**config.mk**
```make
export PLATFORM = sky130hd
export DESIGN_NAME = pipe_stage_elastic
export DESIGN_NICKNAME = d
export VERILOG_FILES = /design/src/rtl/pipe_stage_elastic_pkg.sv /design/src/rtl/pipe_stage_elastic_slot.sv /design/src/rtl/pipe_stage_elastic.sv
export SDC_FILE = /design/constraint.sdc
export NUM_CORES = 1
export LEC_CHECK = 0
export CAP_MARGIN = 20
export CELL_PAD_IN_SITES_DETAIL_PLACEMENT = 0
export CELL_PAD_IN_SITES_GLOBAL_PLACEMENT = 1
export CORE_AREA = 2 2 71 73
export DETAILED_ROUTE_END_ITERATION = 7
export DIE_AREA = 0 0 73 75
export PLACE_DENSITY_LB_ADDON = 0.3
export SYNTH_ARGS = -nofsm -noshare
export SYNTH_HDL_FRONTEND = slang
export SYNTH_HIERARCHICAL = 1
export SYNTH_SLANG_ARGS = --single-unit
```
**constraint.sdc**
```tcl
create_clock -name clk -period 2.3 [get_ports clk]
set_input_delay 0.46 -clock clk [delete_from_list [all_inputs] [get_ports clk]]
set_output_delay 0.46 -clock clk [all_outputs]
set_load 0.02 [all_outputs]
```
**src/rtl/pipe_stage_elastic_pkg.sv**
```systemverilog
// Shared helpers for the elastic pipeline: occupancy counter width, slot
// transfer decode, and the flush merge that keeps selected payload bits.
package pipe_pkg;

   // Widest payload the flush merge can handle; DATA_W must not exceed it.
   localparam int MERGE_MAX_W = 256;

   typedef logic [MERGE_MAX_W-1:0] merge_word_t;

   typedef enum logic [1:0] {
      SLOT_FLUSH,
      SLOT_UNSKID,
      SLOT_LOAD,
      SLOT_STALL
   } slot_op_e;

   function automatic int occ_width(input int depth);
      return $clog2(2 * depth + 1);
   endfunction

   function automatic merge_word_t flush_merge(input merge_word_t d,
                                               input merge_word_t keep,
                                               input merge_word_t bubble);
      return (d & keep) | (bubble & ~keep);
   endfunction

endpackage

```
**src/rtl/pipe_stage_elastic_slot.sv**
```systemverilog
// One elastic slot: a main register plus a one-entry skid register, so the
// upstream ready is a flop output and never a path from downstream ready.
module elastic_slot
   import pipe_pkg::*;
#(
   parameter int                DATA_W     = 16,
   parameter logic [DATA_W-1:0] BUBBLE_VAL = '0,
   parameter logic [DATA_W-1:0] KEEP_MASK  = '0
) (
   input  logic              clk,
   input  logic              rst_n,
   input  logic              flush_i,
   input  logic              in_valid_i,
   output logic              in_ready_o,
   input  logic [DATA_W-1:0] in_data_i,
   output logic              out_valid_o,
   input  logic              out_ready_i,
   output logic [DATA_W-1:0] out_data_o
);

   localparam merge_word_t KEEP_W   = merge_word_t'(KEEP_MASK);
   localparam merge_word_t BUBBLE_W = merge_word_t'(BUBBLE_VAL);

   logic              main_v_q, main_v_d;
   logic              skid_v_q, skid_v_d;
   logic [DATA_W-1:0] main_dat_q, main_dat_d;
   logic [DATA_W-1:0] skid_dat_q, skid_dat_d;
   logic [DATA_W-1:0] main_flush, skid_flush;
   logic              acc, pop;
   slot_op_e          op;

   assign acc = in_valid_i & ~skid_v_q;
   assign pop = main_v_q & out_ready_i;

   always_comb begin
      main_flush = DATA_W'(flush_merge(merge_word_t'(main_dat_q), KEEP_W, BUBBLE_W));
      skid_flush = DATA_W'(flush_merge(merge_word_t'(skid_dat_q), KEEP_W, BUBBLE_W));
   end

   always_comb begin
      op = SLOT_STALL;
      if (flush_i) begin
         op = SLOT_FLUSH;
      end else if (~main_v_q | pop) begin
         op = skid_v_q ? SLOT_UNSKID : SLOT_LOAD;
      end
   end

   // With the skid full, ready is low, so UNSKID never has to accept as well.
   always_comb begin
      main_v_d   = main_v_q;
      skid_v_d   = skid_v_q;
      main_dat_d = main_dat_q;
      skid_dat_d = skid_dat_q;
      unique case (op)
         SLOT_FLUSH: begin
            main_v_d   = 1'b0;
            skid_v_d   = 1'b0;
            main_dat_d = main_flush;
            skid_dat_d = skid_flush;
         end
         SLOT_UNSKID: begin
            main_v_d   = 1'b1;
            main_dat_d = skid_dat_q;
            skid_v_d   = 1'b0;
         end
         SLOT_LOAD: begin
            main_v_d = acc;
            if (acc) begin
               main_dat_d = in_data_i;
            end
         end
         SLOT_STALL: begin
            if (acc) begin
               skid_v_d   = 1'b1;
               skid_dat_d = in_data_i;
            end
         end
         default: ;
      endcase
   end

   always_ff @(posedge clk or negedge rst_n) begin
      if (!rst_n) begin
         main_v_q   <= 1'b0;
         skid_v_q   <= 1'b0;
         main_dat_q <= BUBBLE_VAL;
         skid_dat_q <= BUBBLE_VAL;
      end else begin
         main_v_q   <= main_v_d;
         skid_v_q   <= skid_v_d;
         main_dat_q <= main_dat_d;
         skid_dat_q <= skid_dat_d;
      end
   end

   assign in_ready_o  = ~skid_v_q;
   assign out_valid_o = main_v_q;
   assign out_data_o  = main_dat_q;

endmodule

```
**src/rtl/pipe_stage_elastic.sv**
```systemverilog
// Chain of DEPTH elastic slots between processor stages, with flush that
// squashes all entries and a registered count of entries held in the chain.
module pipe_stage_elastic
   import pipe_pkg::*;
#(
   parameter int                DATA_W     = 16,
   parameter int                DEPTH      = 1,
   parameter logic [DATA_W-1:0] BUBBLE_VAL = '0,
   parameter logic [DATA_W-1:0] KEEP_MASK  = '0,
   localparam int               OCC_W      = occ_width(DEPTH)
) (
   input  logic              clk,
   input  logic              rst_n,
   input  logic              flush,
   input  logic              in_valid,
   output logic              in_ready,
   input  logic [DATA_W-1:0] in_data,
   output logic              out_valid,
   input  logic              out_ready,
   output logic [DATA_W-1:0] out_data,
   output logic [OCC_W-1:0]  occupancy
);

   // Index k is the input side of slot k; index DEPTH is the chain output.
   logic [DEPTH:0]             vld_chain;
   logic [DEPTH:0]             rdy_chain;
   logic [DEPTH:0][DATA_W-1:0] dat_chain;
   logic [OCC_W-1:0]           occ_q, occ_d;
   logic                       in_fire, out_fire;

   assign vld_chain[0]     = in_valid;
   assign dat_chain[0]     = in_data;
   assign in_ready         = rdy_chain[0];
   assign rdy_chain[DEPTH] = out_ready;
   assign out_valid        = vld_chain[DEPTH];
   assign out_data         = dat_chain[DEPTH];

   for (genvar k = 0; k < DEPTH; k++) begin : g_slot
      elastic_slot #(
         .DATA_W     (DATA_W),
         .BUBBLE_VAL (BUBBLE_VAL),
         .KEEP_MASK  (KEEP_MASK)
      ) u_slot (
         .clk         (clk),
         .rst_n       (rst_n),
         .flush_i     (flush),
         .in_valid_i  (vld_chain[k]),
         .in_ready_o  (rdy_chain[k]),
         .in_data_i   (dat_chain[k]),
         .out_valid_o (vld_chain[k+1]),
         .out_ready_i (rdy_chain[k+1]),
         .out_data_o  (dat_chain[k+1])
      );
   end

   assign in_fire  = in_valid & in_ready;
   assign out_fire = out_valid & out_ready;

   always_comb begin
      occ_d = occ_q;
      if (flush) begin
         occ_d = '0;
      end else begin
         occ_d = occ_q + OCC_W'(in_fire) - OCC_W'(out_fire);
      end
   end

   always_ff @(posedge clk or negedge rst_n) begin
      if (!rst_n) begin
         occ_q <= '0;
      end else begin
         occ_q <= occ_d;
      end
   end

   assign occupancy = occ_q;

endmodule

```
# == Word-level counts from Yosys, hierarchy flattened ==
# Index checks and enable logic that the tools add are counted.
# W data, S select, Z words.
# word_totals
output_inout_bits,20
inputBits,21
elab_cells,35
ff_bits,36
# op_classes
bitwise,5
n_reduce_logical,8
n_eq_ne,5
mux,10
n_addsub,2
# op_table
operator,n
$pmux W16 S3,1
$pmux W16 S2,1
$mux W16,1
$mux W2,4
$reduce_and A2 Y1,3
$eq A2 B2 Y1 const B,2
$ne A2 B2 Y1 const B,2
$reduce_bool A2 Y1,2
$pmux W1 S3,1
$reduce_bool A3 Y1,1
$add A2 B1 Y2,1
$and A1 B1 Y1,2
$eq A2 B1 Y1 const B,1
$logic_not A2 Y1,1
$not A1 Y1,2
$pmux W1 S2,1
$reduce_or A2 Y1,1
$sub A2 B1 Y2,1
$mux W1,1
$or A1 B1 Y1,1

# == Logic depth before layout (Yosys ltp) ==
# logic_depth
depth_word,8
depth_mapped,9
mapped_depth_nobuf,7

# == Cells and area by module ==
# The synthesis kept the hierarchy.
# modules_own_cells
mod,area_each_um2,cells_each,seq_area_each_um2,instances
elastic_slot,1671.6,132,850.8,1
pipe_stage_elastic,121.4,10,50.0,1

# == Worst setup path after synthesis ==
# OpenSTA, ideal clock, no wires.
# synth_path
kind,input to register
start,input port out_ready
end,register g_slot[0].u_slot.main_dat_q[10]
required_time_ns,2.175
t_arrival_ns,2.013
cell_stages,9
slack_ns,0.161
setup_time_ns,0.125
path_buffers,2
cell_sequence,nand2b_1 a21oi_1 inv_1 ha_1 buf_6 nor3_4 a21oi_4 buf_12 mux2_4
# synth_between
elab_chain_len,7
word_cells_on_any_way,11
cone_classes,3 x eq/ne; 3 x mux; 2 x bitwise; 3 x reduce/logical
# synth_rtl
item,line,source
"start, declared",pipe_stage_elastic.sv:19,"input logic out_ready,"
$and A1 B1 Y1 *,pipe_stage_elastic_slot.sv:33,assign pop = main_v_q & out_ready_i;
$or A1 B1 Y1 *,pipe_stage_elastic_slot.sv:44,end else if (~main_v_q | pop) begin
$mux W2 *,pipe_stage_elastic_slot.sv:44,
$mux W2 *,pipe_stage_elastic_slot.sv:42,if (flush_i) begin
$eq A2 B2 Y1 (tied with other cells),pipe_stage_elastic_slot.sv:55,unique case (op)
$ne A2 B2 Y1 (no line) or $reduce_bool A3 Y1 (tied branches),--,
$reduce_and A2 Y1 (no line),--,
"end signal, assigned",pipe_stage_elastic_slot.sv:92,main_dat_q <= main_dat_d;
"end, declared",pipe_stage_elastic_slot.sv:26,"logic [DATA_W-1:0] main_dat_q, main_dat_d;"
# Mark *: on every way between the ends. The rest lies on a longest branch, timed or not.
# A chain may end at the register's enable or synchronous reset.

# == Worst setup path after layout ==
# layout_path
start,input port out_ready
end,register g_slot[0].u_slot.main_dat_q[1]
# Same word-level chain as after synthesis.

==> flow_summary.rst <==
.. list-table::
   :header-rows: 1

   * - Metric
     - Value
   * - Number of setup violations in the final report
     - 0
   * - Htree depth
     - 2
   * - Portion of netlist area occupied by mux cells
     - 0.121
   * - Number of clock buffers inserted by TritonCTS
     - 5
   * - Area growth, synth to finish
     - 33.0%
   * - Kind of cell adding the most delay to the critical path
     - buffers and inverters
   * - Half-perimeter wire length after detailed placement
     - 2.79 mm
   * - Synthesized-area fraction occupied by and/or/nand/nor cells
     - 0.0740
   * - Instance area at placement
     - 2300 sq um
   * - Total number of clock tree sinks
     - 36
   * - Tightest slew margin relative to the limit
     - 0.476
   * - Clock tree from TritonCTS
     - done
   * - Crit share post-route
     - 0.921
   * - Class of the tightest hold or removal check
     - in -> async
   * - Worst-path cell chain
     - clkdlybuf4s50_1, nand2b_1, a21oi_1, buf_4, ha_1, nor3_4, a21oi_4, buf_12, mux2_2
   * - Routed wire length
     - 3.92 mm
   * - Syn_nets
     - 170
   * - Longest individual stage delay on the worst path
     - 0.41 ns
   * - Syn Inst Count
     - 142
   * - Total number of vias
     - 1328
   * - Initial antenna violation count
     - 0
   * - Shortest clock period the worst path allows after layout
     - 2.12 ns
   * - Cell Rows
     - 25
   * - Worst-skew pair later-pin latency
     - 0.28 ns
   * - Pin count of the biggest net entering global routing
     - 37
   * - Fraction of layout instances using a drive strength above 1
     - 0.216
   * - Final setup TNS
     - 0 ns
   * - Die Y-Extent
     - 75 um
   * - Highest ir drop seen on vdd
     - 0.319 mV
   * - Core area
     - 4660 sq um
   * - Final critical-path setup slack
     - 0.182 ns
   * - Filler cell count in the final layout
     - 411
   * - Highest-count cells in the layout ignoring fill and taps
     - 39 x sky130_fd_sc_hd__clkdlybuf4s50_1, 36 x sky130_fd_sc_hd__dfrtp_1, 18 x sky130_fd_sc_hd__nor2_1, 16 x sky130_fd_sc_hd__a22o_1, 16 x sky130_fd_sc_hd__a22oi_1
   * - Number of DRC violations after detailed-routing iteration 0
     - 85
   * - Data arrival time of the critical path
     - 2.29 ns
   * - Aggregate global-route resource usage
     - 0.160
   * - Sequential cell area
     - 901 sq um
   * - Worst path slowest cell
     - sky130_fd_sc_hd__clkdlybuf4s50_1
   * - Max-slew violation total from the final report
     - 0
   * - Number of synthesized register bits
     - 36
   * - Synth unique cells
     - 26
   * - Data required time of the worst path
     - 2.47 ns
   * - Post-route cell area
     - 2380 sq um
   * - Slew at the pin with the worst max-slew slack
     - 0.785 ns
   * - Worst Clk Skew
     - 0.00439 ns
   * - Post-synthesis xor/xnor area fraction
     - 0.0126
   * - Antenna cells
     - 0
   * - Global-route wire length before repair
     - 6.51 mm
   * - Final routed DRC violation total
     - 0
   * - Design Power
     - 0.00149 W
   * - Number of port buffers
     - 40
   * - Post-synthesis sequential area ratio
     - 0.502
   * - Post-synthesis compound-gate area fraction
     - 0.181
   * - Fmax
     - 0.472 GHz
   * - Multi-input gate area
     - 787 sq um
   * - Register clock-pin slew on the reported worst setup and hold paths
     - 0.07 ns
   * - Critical Setup Path Class
     - in -> reg
   * - Hold Slack
     - 0.254 ns
   * - Total count of hold-check failures in the final report
     - 0
   * - Hold buffer count at CTS
     - 0
   * - Area share of fa/ha/maj cells after synthesis
     - 0.0488
   * - Via count of the first global-routing pass
     - 1310
   * - Leak Pwr
     - 1.13 nW
   * - Total of max-cap violations
     - 0
   * - Post-Synthesis Cell Area
     - 1790 sq um
   * - Antenna violation net count after detailed routing
     - 0
   * - GRT overflow
     - 0
   * - Biggest fanout along the worst timing path
     - 11
   * - RSZ-0062 raised after global routing
     - no
   * - Maximum number of buffers from clock root to sink
     - 2
   * - Final Wtd Congestion
     - 0.792
   * - Post-synthesis average cell area
     - 12.6 sq um
   * - Worst setup slack after placement
     - -0.175 ns
   * - Main combinational cell family by area after synthesis
     - compound AO/OA/AOI/OAI gates
   * - Count of buffering cells on the critical path with inverters included
     - 3
   * - Nature of the critical path startpoint
     - primary input
   * - Initial cell density of the core
     - 0.385
   * - Number of top-level design ports
     - 41
   * - Net count reported at finish
     - 222
   * - Routed length per instance
     - 15.8 um
   * - Via density
     - 5.35
   * - Clock root buffer
     - sky130_fd_sc_hd__clkbuf_8
   * - Die outline area
     - 5480 sq um
   * - Status
     - finished, final reports clean
   * - 1st-pass router iterations
     - 4
   * - Power density cells
     - 624 nW/um^2
   * - Crit path capture type
     - register
   * - Number of warnings printed during yosys synthesis
     - 6
   * - Horizontal extent of the die
     - 73 um
   * - Leading cell type in the layout, fill and taps excluded
     - sky130_fd_sc_hd__clkdlybuf4s50_1
-- per-stage QoR --
step            util  std cells
2_1_floorplan      -        142
3_3_place_gp   0.494        241
3_5_place_dp   0.494        241
4_1_cts        0.511        248
5_1_grt        0.512        248
6_report       0.512        248
-- cells in the mapped netlist --
library cell / count / share of area
sky130_fd_sc_hd__nand2b_1: 2 / 0.0070
sky130_fd_sc_hd__mux2_2: 6 / 0.038
sky130_fd_sc_hd__and3b_1: 1 / 0.0049
sky130_fd_sc_hd__clkbuf_2: 1 / 0.0028
sky130_fd_sc_hd__a21oi_1: 1 / 0.0028
sky130_fd_sc_hd__a21oi_4: 2 / 0.018
sky130_fd_sc_hd__a22oi_1: 16 / 0.067
sky130_fd_sc_hd__xnor3_1: 1 / 0.013
sky130_fd_sc_hd__nor3_4: 1 / 0.0091
sky130_fd_sc_hd__dfrtp_1: 36 / 0.50
sky130_fd_sc_hd__inv_1: 5 / 0.010
sky130_fd_sc_hd__buf_2: 3 / 0.0084
sky130_fd_sc_hd__a31oi_1: 1 / 0.0035
sky130_fd_sc_hd__buf_6: 4 / 0.025
sky130_fd_sc_hd__a22o_1: 16 / 0.078
sky130_fd_sc_hd__nor2_1: 18 / 0.038
sky130_fd_sc_hd__nor2b_1: 1 / 0.0035
sky130_fd_sc_hd__o21ai_0: 1 / 0.0028
sky130_fd_sc_hd__and2_1: 1 / 0.0035
sky130_fd_sc_hd__a21o_1: 1 / 0.0042
sky130_fd_sc_hd__buf_1: 1 / 0.0021
sky130_fd_sc_hd__o31ai_1: 1 / 0.0042
sky130_fd_sc_hd__nand2_1: 4 / 0.0084
sky130_fd_sc_hd__mux2_4: 10 / 0.084
sky130_fd_sc_hd__buf_12: 1 / 0.011
sky130_fd_sc_hd__ha_1: 7 / 0.049
-- report_power, final --
group	internal, W	leakage [nW]	total, W	switching [W]
logic	0.000203	0.596	0.000374	0.000171
clock network	0.000206	0.0410	0.000416	0.000210
registers	0.000673	0.493	0.000697	0.0000243
-- logic make-up (layout without fill, tap and decap cells) --
logic type / count (synthesis) / count (layout)
AOI/OAI and AO/OA: 39 / 39
DFF: 36 / 36
adders and majority gates: 7 / 7
muxes: 16 / 16
buffers and inverters: 15 / 67
xor gates and xnor gates: 1 / 1
and+or+nand+nor: 28 / 28
-- repair_timing --
item / in CTS / in global routing
setup endpoints to repair: 0 / 5
buffers inserted: 0 / 0
resized for setup: 0 / 1
-- final cells by class --
class                           count  share of cell area
Sequential cell                    36               0.378
Multi-Input combinational cell     91               0.330
Timing Repair Buffer               55               0.224
Clock buffer                        6              0.0304
Tap cell                           54              0.0283
Inverter                            5             0.00787
Clock inverter                      1             0.00210
-- registers in the layout, summed over array words and instances, names as in the netlist --
register	count
g_slot.u_slot/out_data_o	16
occupancy	2
g_slot.u_slot/out_valid_o	1
g_slot.u_slot/skid_dat_q	16
g_slot.u_slot/skid_v_q	1
-- worst paths after layout --
kind / startpoint / to / slack [ns] / depth (start not counted)
worst min register to register: g_slot[0].u_slot/skid_dat_q[8] / g_slot[0].u_slot/skid_dat_q[8] / 0.50 / 1
max in group asynchronous: rst_n / g_slot[0].u_slot/skid_dat_q[11] / 1.55 / 1
worst max-delay path: out_ready / g_slot[0].u_slot/out_data_o[1] / 0.18 / 9
worst min-delay path: rst_n / g_slot[0].u_slot/skid_dat_q[7] / 0.25 / 1
worst max register to register: g_slot[0].u_slot/skid_v_q / g_slot[0].u_slot/out_data_o[9] / 0.40 / 8
min in group clk: g_slot[0].u_slot/skid_dat_q[8] / g_slot[0].u_slot/skid_dat_q[8] / 0.50 / 1
-- per-layer routing --
layer | global-route usage | wire [um] | vias up
li1 | - | - | 615
met1 | 0.212 | 1780 | 669
met2 | 0.243 | 1870 | 37
met3 | 0.0509 | 212 | 7
met4 | 0.0617 | 59 | 0
met5 | 0 | 0 | -
(Power assumes the default switching activity.)
